## src/rtl/button_conditioner.sv

```systemverilog
// Synchronises, debounces and auto-repeats raw push buttons for the game logic.
// Each button yields a debounced level, a one-cycle press/repeat strobe and a sticky request.
module button_conditioner #(
    parameter int unsigned       N_BTN           = 4,
    parameter int unsigned       DEBOUNCE_CYCLES = 250000,
    parameter int unsigned       REPEAT_DELAY    = 7500000,
    parameter int unsigned       REPEAT_PERIOD   = 2500000,
    parameter logic [N_BTN-1:0]  REPEAT_MASK     = N_BTN'(4'b1110),
    parameter int unsigned       CNT_W           = 23
) (
    input  logic             CLK25M,
    input  logic             Reset,
    input  logic [N_BTN-1:0] btn_raw,
    input  logic [N_BTN-1:0] ack,
    output logic [N_BTN-1:0] btn_level,
    output logic [N_BTN-1:0] btn_press,
    output logic [N_BTN-1:0] btn_req
);

    localparam logic [CNT_W-1:0] DEB_LAST    = CNT_W'(DEBOUNCE_CYCLES - 1);
    localparam logic [CNT_W-1:0] DELAY_LAST  = CNT_W'(REPEAT_DELAY - 1);
    localparam logic [CNT_W-1:0] PERIOD_LAST = CNT_W'(REPEAT_PERIOD - 1);
    localparam logic [CNT_W-1:0] CNT_ONE     = CNT_W'(1);

    typedef enum logic [2:0] {
        IDLE,
        DEB_PRESS,
        HELD_DELAY,
        HELD_REPEAT,
        DEB_RELEASE
    } state_t;

    logic [N_BTN-1:0] sync1;
    logic [N_BTN-1:0] sync2;
    logic [N_BTN-1:0] level_nxt;
    logic [N_BTN-1:0] press_nxt;
    logic [N_BTN-1:0] req_nxt;

    // Two-flop synchroniser; the FSMs only ever see sync2
    always_ff @(posedge CLK25M or posedge Reset) begin
        if (Reset) begin
            sync1 <= '0;
            sync2 <= '0;
        end else begin
            sync1 <= btn_raw;
            sync2 <= sync1;
        end
    end

    for (genvar gi = 0; gi < int'(N_BTN); gi++) begin : g_btn
        state_t           state_q;
        state_t           state_d;
        logic [CNT_W-1:0] cnt_q;
        logic [CNT_W-1:0] cnt_d;
        logic             level_d;
        logic             strobe_d;
        logic             s;

        assign s = sync2[gi];

        always_ff @(posedge CLK25M or posedge Reset) begin
            if (Reset) begin
                state_q <= IDLE;
                cnt_q   <= '0;
            end else begin
                state_q <= state_d;
                cnt_q   <= cnt_d;
            end
        end

        // Next-state, counter and per-button output decode
        always_comb begin
            state_d  = state_q;
            cnt_d    = cnt_q;
            level_d  = btn_level[gi];
            strobe_d = 1'b0;
            case (state_q)
                IDLE: begin
                    if (s) begin
                        state_d = DEB_PRESS;
                        cnt_d   = '0;
                    end
                end
                DEB_PRESS: begin
                    if (!s) begin
                        state_d = IDLE;
                        cnt_d   = '0;
                    end else if (cnt_q == DEB_LAST) begin
                        state_d  = HELD_DELAY;
                        cnt_d    = '0;
                        level_d  = 1'b1;
                        strobe_d = 1'b1;
                    end else begin
                        cnt_d = cnt_q + CNT_ONE;
                    end
                end
                HELD_DELAY: begin
                    if (!s) begin
                        state_d = DEB_RELEASE;
                        cnt_d   = '0;
                    end else if (cnt_q == DELAY_LAST) begin
                        // Non-repeating buttons park here with the count saturated
                        if (REPEAT_MASK[gi]) begin
                            state_d  = HELD_REPEAT;
                            cnt_d    = '0;
                            strobe_d = 1'b1;
                        end
                    end else begin
                        cnt_d = cnt_q + CNT_ONE;
                    end
                end
                HELD_REPEAT: begin
                    if (!s) begin
                        state_d = DEB_RELEASE;
                        cnt_d   = '0;
                    end else if (cnt_q == PERIOD_LAST) begin
                        cnt_d    = '0;
                        strobe_d = 1'b1;
                    end else begin
                        cnt_d = cnt_q + CNT_ONE;
                    end
                end
                DEB_RELEASE: begin
                    if (s) begin
                        state_d = HELD_DELAY;
                        cnt_d   = '0;
                    end else if (cnt_q == DEB_LAST) begin
                        state_d = IDLE;
                        cnt_d   = '0;
                        level_d = 1'b0;
                    end else begin
                        cnt_d = cnt_q + CNT_ONE;
                    end
                end
                default: begin
                    state_d = IDLE;
                    cnt_d   = '0;
                    level_d = 1'b0;
                end
            endcase
        end

        assign level_nxt[gi] = level_d;
        assign press_nxt[gi] = strobe_d;
    end

    // A strobe sets the request even if ack arrives in the same cycle
    assign req_nxt = press_nxt | (btn_req & ~ack);

    always_ff @(posedge CLK25M or posedge Reset) begin
        if (Reset) begin
            btn_level <= '0;
            btn_press <= '0;
            btn_req   <= '0;
        end else begin
            btn_level <= level_nxt;
            btn_press <= press_nxt;
            btn_req   <= req_nxt;
        end
    end

endmodule

```

## config.mk

```make
export PLATFORM = sky130hd
export DESIGN_NAME = button_conditioner
export DESIGN_NICKNAME = d
export VERILOG_FILES = /design/src/rtl/button_conditioner.sv
export SDC_FILE = /design/constraint.sdc
export NUM_CORES = 1
export LEC_CHECK = 0
export CORE_ASPECT_RATIO = 1.1
export CORE_MARGIN = 5
export CORE_UTILIZATION = 55
export CTS_CLUSTER_SIZE = 14
export DETAILED_ROUTE_END_ITERATION = 8
export PLACE_DENSITY_LB_ADDON = 0.1
export SLEW_MARGIN = 20
export SYNTH_ARGS = -nofsm -noshare
export SYNTH_HDL_FRONTEND = slang
export SYNTH_SLANG_ARGS = --single-unit
export TNS_END_PERCENT = 1
```

## constraint.sdc

```tcl
create_clock -name CLK25M -period 6.75 [get_ports CLK25M]
set_input_delay 1.35 -clock CLK25M [delete_from_list [all_inputs] [get_ports CLK25M]]
set_output_delay 1.35 -clock CLK25M [all_outputs]
set_load 0.02 [all_outputs]
```

==> impl_metrics.ini, run 1 <==
[setup_path]
reg2reg_to = g_btn[2].cnt_q[10]
r2r_slack_ps = 3300
slowest_stage = a211oi_2
start_kind = flop
critical_path_buf_inv_count = 0
criticalPathCategory = flop to flop
end_kind = flop
crit_chain = or4b_1, nor4_1, a311oi_1, a211oi_2, and2_0, nor2_1
timing.rr.start = g_btn[2].cnt_q[11]
worst-path-max-fanout = 14
crit_family = simple AND/OR/NAND/NOR gates
max_stage_delay_ps = 680
worstRegToRegCells = 6
arrival_ps = 3720
cp.required_ps = 7020

[global_route]
grt_max_degree = 80
grt_pass1_vias = 5754
grt_usage_pct = 21.5
grt_pass1_wl_mm = 26.1
overflow = 0
antenna_found_initial = 0

[yosys]
syn_inst = 782
synthesis.nets = 796
synth_top_cell_by_area = dfrtp_1
ys_types = 68
ys_ff_latch = 124
synth_area_per_cell_um2 = 8.89
async_reset_ff_share_pct = 100
yosys_most_used_dff = dfrtp_1
yosysSeqAreaShare_pct = 44.6
synth.area.top_cells = dfrtp_1 (45%), nor2_1 (5.8%), nand2_1 (3.9%), xnor2_1 (3.5%), o21ai_0 (2.7%)
synth_top_area_share_pct = 44.6
synthesis.area_mm2 = 0.00696
synth_edf_count = 0
yosys_warnings = 0

[route]
via_count = 5820
dr.pass1.iters = 5
drc = 0
wl_mm = 15.1
drt-initial-drc-count = 493
ant_nets = 0
routed_via_density = 6.07
wl_per_cell_um = 15.7

[timing]
finalMaxSlewViolations = 0
setup_violations = 0
slew_headroom_pct = 36.8
layout_min_cycle_time_ps = 3450
tightest_slew_ps = 948
finalClockSkew_ps = 9.51
finalSetupTns_ps = 0
fin_crit_sh_pct = 51.1
hold_viol = 0
max_freq_mhz = 290
rsz0062_at_grt = false

[cells_and_area]
area_delta_synth_final_pct = 12.8
regArea_mm2 = 0.00310
final_cells = 959
layout-drive-gt1-share_pct = 7.73
final_cell_mix = dfrtp_1 (124), nor2_1 (108), nand2_1 (72)
fin_util_pct = 62.9
n_antenna_cell = 0
fillers = 1077
multi_input_area_mm2 = 0.00357
layout_commonest_cell = dfrtp_1
layout.nets = 803

[min_path]
hp-start = sync1[0]
hold_depth = 0
hold_class = flop to flop
min_to = sync2[0]

[floorplan]
ioPinCount = 22
die_x_um = 117
die_area_mm2 = 0.0150
placementRows = 43
die_h_um = 128
initial_utilization_pct = 55.7
coreArea_mm2 = 0.0125

[cts]
cts_sinks = 124
cts.clk_slew.worst_paths_ps = 60
cts_made_buffers = 17
worstSkewPairLatency_ps = 420
htree_levels = 4
clk_path_buf_depth = 2
hold_buffers = 0
post_cts_buffers = 0
ctsResizeCount = 0
cts_tree = built
root_buffer = clkbuf_16

[power]
power.total_uw = 1770
p_leak_uw = 0.00322
ir_drop_mv = 0.183
power_density_mw_per_mm2 = 226

[place]
hpwl_mm = 10.5
dp.cells = 927
gp_congestion = 0.954
numPortBuffers = 21

[run]
cap_violations = 0

[outcome]
outcome = complete, no violations
==> final cells by class <==
type                       count  share of cell area [%]
sequential                   124                    39.5
tap                          157                    2.50
multi-input combinational    591                    45.5
timing repair buffer          25                    3.06
clock buffer                  19                    5.77
inverter                      30                    1.47
clock inverter                13                    2.12
==> kinds of logic after synthesis <==
family | Yosys count | synth area share [%]
simple gates | 397 | 29.8
fa+ha+maj | 4 | 0.720
flops | 124 | 44.6
compound gates | 141 | 14.5
mux | 5 | 0.720
xor+xnor | 44 | 5.54
buf+inv | 67 | 4.03
==> cell usage after synthesis (14+ instances only) <==
master	instances
nand4_1	23
nor2_1	108
nand2_1	72
a21o_1	20
nand3_1	37
clkbuf_1	24
o21ai_0	38
inv_1	30
nor3_1	35
or4_1	17
a21oi_1	21
xnor2_1	28
nor4_1	14
xor2_1	16
dfrtp_1	124
==> power by group <==
part / leakage, uW / switching [uW] / internal, uW
clock: 0.000296 / 343 / 601
sequential: 0.00170 / 9.73 / 751
combinational: 0.00122 / 46.3 / 20.3
total: 0.00322 / 399 / 1370
==> flip-flops by register name, indices dropped and copies added, names as in the netlist <==
signal / cells
g_btn.cnt_q: 92
g_btn.state_q: 12
btn_level: 4
btn_press: 4
btn_req: 4
sync1: 4
sync2: 4
==> layer usage <==
metal	vias up	GRT usage [%]	share of wire [%]
li1	2826	-	-
met1	2842	27.4	46
met2	126	35.1	48
met3	26	5.29	4.6
met4	0	8.50	1.6
met5	-	0	0
==> through the flow <==
stage	hold WS [ps]	setup WS (ps)	instance area, um^2
after global routing	362	3070	7850
after CTS	353	3320	7850
after detailed placement	336	3360	7230
after floorplan	331	2100	6960
after global placement	332	3530	7230
final	349	3300	7850
==> how the worst max path moves through the flow <==
stage	startpoint	to	cells past startpoint
floorplan	Reset	btn_level[0]	1
global placement	g_btn[2].cnt_q[9]	g_btn[2].cnt_q[20]	6
detailed placement	g_btn[2].cnt_q[11]	g_btn[2].cnt_q[10]	6
CTS	g_btn[2].cnt_q[11]	g_btn[2].cnt_q[10]	6
global route	g_btn[2].cnt_q[11]	g_btn[2].cnt_q[10]	6
finish	g_btn[2].cnt_q[11]	g_btn[2].cnt_q[10]	6
==> worst reg2reg max path: stages, from the launching register on <==
cell,delay (ps)
dfrtp_1,420
or4b_1,570
nor4_1,600
a311oi_1,210
a211oi_2,680
and2_0,670
nor2_1,140
No activity file was read; power rests on OpenSTA's default activity.
==> run 2: changes to the inputs <==
==> constraint.sdc (replaced) <==
create_clock -name CLK25M -period 3.3 [get_ports CLK25M]
set_input_delay 0.66 -clock CLK25M [delete_from_list [all_inputs] [get_ports CLK25M]]
set_output_delay 0.66 -clock CLK25M [all_outputs]
set_load 0.02 [all_outputs]
==> run 2 against run 1 <==
Sequential power increased by 100%. Sequential share of layout area fell by 0.50 points. Hold slack improved by 0.87 ps. Via count grew 0.41%. Critical path type unchanged. Largest power group unchanged.
==> impl_metrics.ini, run 2 (same netlist as run 1, synthesis figures left out) <==
[power]
power_density_mw_per_mm2 = 467
p_sw_uw = 764
p_int_uw = 2950
comb_power_share_pct = 4.0
ir_drop_mv = 0.373
seq_power_share_pct = 41.9
power.total_uw = 3710
p_leak_uw = 0.00328
netSwitchingFraction_pct = 20.6
clockPowerShare_pct = 54.0

[route]
wl_mm = 15.2
routed_via_density = 6.04
dr.pass1.iters = 5
ant_nets = 0
drt-initial-drc-count = 481
via_count = 5844
wl_per_cell_um = 15.7
drc = 0

[floorplan]
placementRows = 43
ioPinCount = 22
coreArea_mm2 = 0.0125
initial_utilization_pct = 55.7
die_h_um = 128
die_area_mm2 = 0.0150
die_x_um = 117

[min_path]
hp-start = sync1[0]
min_to = sync2[0]
hold_class = flop to flop
hold_depth = 0

[cells_and_area]
regArea_mm2 = 0.00310
final_cell_mix = dfrtp_1 (124), nor2_1 (108), nand2_1 (72)
layout-drive-gt1-share_pct = 8.26
layout.nets = 812
largest_reg_flops = 92
area_delta_synth_final_pct = 14.3
n_antenna_cell = 0
reg_top3 = g_btn.cnt_q: 92 flops, g_btn.state_q: 12 flops
postLayoutCellArea_mm2 = 0.00795
fillers = 1073
multi_input_area_mm2 = 0.00357
regMostFlops = g_btn.cnt_q
layout_commonest_cell = dfrtp_1

[timing]
setup_violations = 0
max_freq_mhz = 335
slew_headroom_pct = 41.8
hold_viol = 0
finalClockSkew_ps = 5.16
holdWs_ps = 350
fin_ws_ps = 311
finalMaxSlewViolations = 0
finalSetupTns_ps = 0
tightest_slew_ps = 874
fin_crit_sh_pct = 90.6
layout_min_cycle_time_ps = 2990
rsz0062_at_grt = false

[setup_path]
arrival_ps = 3280
criticalPathCategory = flop to flop
r2r_slack_ps = 310
worst-path-max-fanout = 8
start_kind = flop
worstRegToRegCells = 6
end_kind = flop
reg2reg_to = g_btn[0].cnt_q[13]
timing.rr.start = g_btn[0].cnt_q[5]
cp.required_ps = 3600

[cts]
post_cts_buffers = 0
htree_levels = 4
clk_path_buf_depth = 2
cts_sinks = 124
cts_tree = built
hold_buffers = 0
cts_made_buffers = 17
ctsResizeCount = 0
root_buffer = clkbuf_16
worstSkewPairLatency_ps = 420
cts.clk_slew.worst_paths_ps = 50

[global_route]
antenna_found_initial = 1
grt_pass1_vias = 5617
overflow = 0
grt_pass1_wl_mm = 26.4
grt_max_degree = 52
grt_usage_pct = 21.6

[place]
numPortBuffers = 21
dpl_worst_slack_ps = 373
hpwl_mm = 10.6
placed_area_mm2 = 0.00731
gp_congestion = 0.938

[run]
cap_violations = 0

[outcome]
outcome = complete, no violations
## run 2: critical path, cell delays in order (launching register included)
cell	delay (ps)
dfrtp_1	440
or4_1	570
or4_4	550
o41ai_4	380
o221ai_1	460
nand2_1	340
o22ai_1	120
## run 2: power groups by stage
stage	clock network [uW]	registers [uW]	logic, uW
finish	2010	1560	150
global route	2120	1560	171
CTS	2040	1560	154
detailed placement	0	1580	153
global placement	0	1580	147
floorplan	0	1570	110
## run 2: layer usage
metal	share of wire (%)	GRT usage [%]	vias to the layer above
li1	-	-	2848
met5	0.046	0	-
met3	4.8	4.63	20
met4	1.5	6.48	2
met2	48	34.6	145
met1	46	29.4	2829
## run 2: metrics by stage
stage | instances | util [%]
2_1_floorplan | 782 | -
3_3_place_gp | 936 | 58.6
3_5_place_dp | 936 | 58.6
4_1_cts | 968 | 63.7
5_1_grt | 968 | 63.7
6_report | 968 | 63.7
## run 2: worst max-delay path by stage
stage	startpoint	end	depth (start not counted)
after floorplan	g_btn[0].cnt_q[5]	g_btn[0].cnt_q[15]	7
after global placement	g_btn[0].cnt_q[5]	g_btn[0].cnt_q[19]	7
after detailed placement	g_btn[0].cnt_q[5]	g_btn[0].cnt_q[18]	6
after CTS	g_btn[0].cnt_q[5]	g_btn[0].cnt_q[13]	6
after global routing	g_btn[0].cnt_q[0]	g_btn[0].cnt_q[13]	7
final	g_btn[0].cnt_q[5]	g_btn[0].cnt_q[13]	6
## run 2: cell type report
cell class,instances,area share [%]
multi-input cells,591,44.9
clock inverters,6,1.64
inverters,30,1.46
well taps,157,2.47
flip-flops and latches,124,39.0
clock buffers,26,6.41
repair buffers,34,4.03
==> patch: new RTL, flow settings as in run 1 <==
`REPEAT_DELAY`: 7500000 -> 5625000.
--- a/src/rtl/button_conditioner.sv
+++ b/src/rtl/button_conditioner.sv
@@ -5,3 +5,3 @@
     parameter int unsigned       DEBOUNCE_CYCLES = 250000,
-    parameter int unsigned       REPEAT_DELAY    = 7500000,
+    parameter int unsigned       REPEAT_DELAY    = 5625000,
     parameter int unsigned       REPEAT_PERIOD   = 2500000,
Function: no difference found for any inputs over 4 cycles, from zero or initial values and one cycle with Reset high; that may be too few to reach the edited logic, so the function may still have changed.
==> patch against run 1 <==
First-iteration DRC count decreased by 6.1%; synthesized cell count decreased by 0.26%; design area increased by 0.21%; setup slack improved by 69 ps; total power increased by 0.47%; critical path type unchanged; area after synthesis about the same; wire length increased by 2.0%; sequential cell count unchanged.
==> patch: results (changes against run 1) <==
first-iteration detailed-routing DRC count=463 (-6.1%); global-route wire length before repair=26400 um (+1.1%); Fin Clk Skew=6.72 ps (-2.79 ps); Finished Layout Cells=966 (+0.73%); DP Area=0.00726 mm2 (+0.50%); Netlist cell types=71 (+4.4%); Post-Route WL=15400 um (+2.0%); P_leak=0.00318 uW (-1.1%); wire length on met2=7500 um (+3.3%); dpl hpwl=10500 um (about the same); Crit path arrival time=3650 ps (-70 ps); layout cell share with drive strength beyond 1=7.42% (-0.31 points); worst setup path startpoint=g_btn[1].cnt_q[5]; routed metal-1 wirelength=6960 um (+1.3%); status=complete, no violations; Final GP Congestion=0.901 (-5.6%); worst setup path end=g_btn[1].cnt_q[4]; number of global-route vias before repair=5617 (-2.4%); met3 routed WL=662 um (-4.9%); Max VDD drop=182 uV (-0.82%); grt met1 use=28.9% (+1.5 points); largest net degree at the start of global routing=79 (-1.3%); worst setup margin=3370 ps (+69.2 ps); final layout net count=811 (+1.0%); Seq/Total Area, Yosys=44.7% (about the same); Area contributors post-synth=dfrtp_1 (45%), nor2_1 (4.7%), o21ai_0 (4.2%); syn_area_per_cell=8.91 um2 (+0.17%); worst-path fanout max=17 (+3); R2R Setup Slk=3370 ps (+70 ps); Post-Synthesis Net Count=794 (-0.25%)
[patch: worst max-delay path: stages, from the launching register on]
cell      delay, ps
dfrtp_1         420
or4_1           540
nor3_1          410
nand3_1         120
a211oi_1        910
and2_1          630
o21ai_0         200
[patch: final cells by class]
class                   instances  area, um2  share of cell area (%)
multi-input cells             600       3620                    46.0
well taps                     157        196                    2.50
repair buffers                 25        240                    3.06
clock inverters                 8        115                    1.46
clock buffers                  23        478                    6.08
inverters                      29        111                    1.42
flip-flops and latches        124       3100                    39.5
[patch: cells by family after synthesis]
logic type,synth area share [%]
buffers and inverters,3.46
adders and majority gates,0.720
and+or+nand+nor,30.9
DFF,44.7
xor gates and xnor gates,4.03
muxes,0.882
AOI/OAI and AO/OA,15.4
[patch: power groups by stage]
stage	Combinational [uW]	Sequential (uW)	Clock (uW)
2_1_floorplan	68.3	783	0
3_3_place_gp	81.6	789	0
3_5_place_dp	85.6	791	0
4_1_cts	85.9	778	932
5_1_grt	96.5	781	968
6_report	83.9	779	917
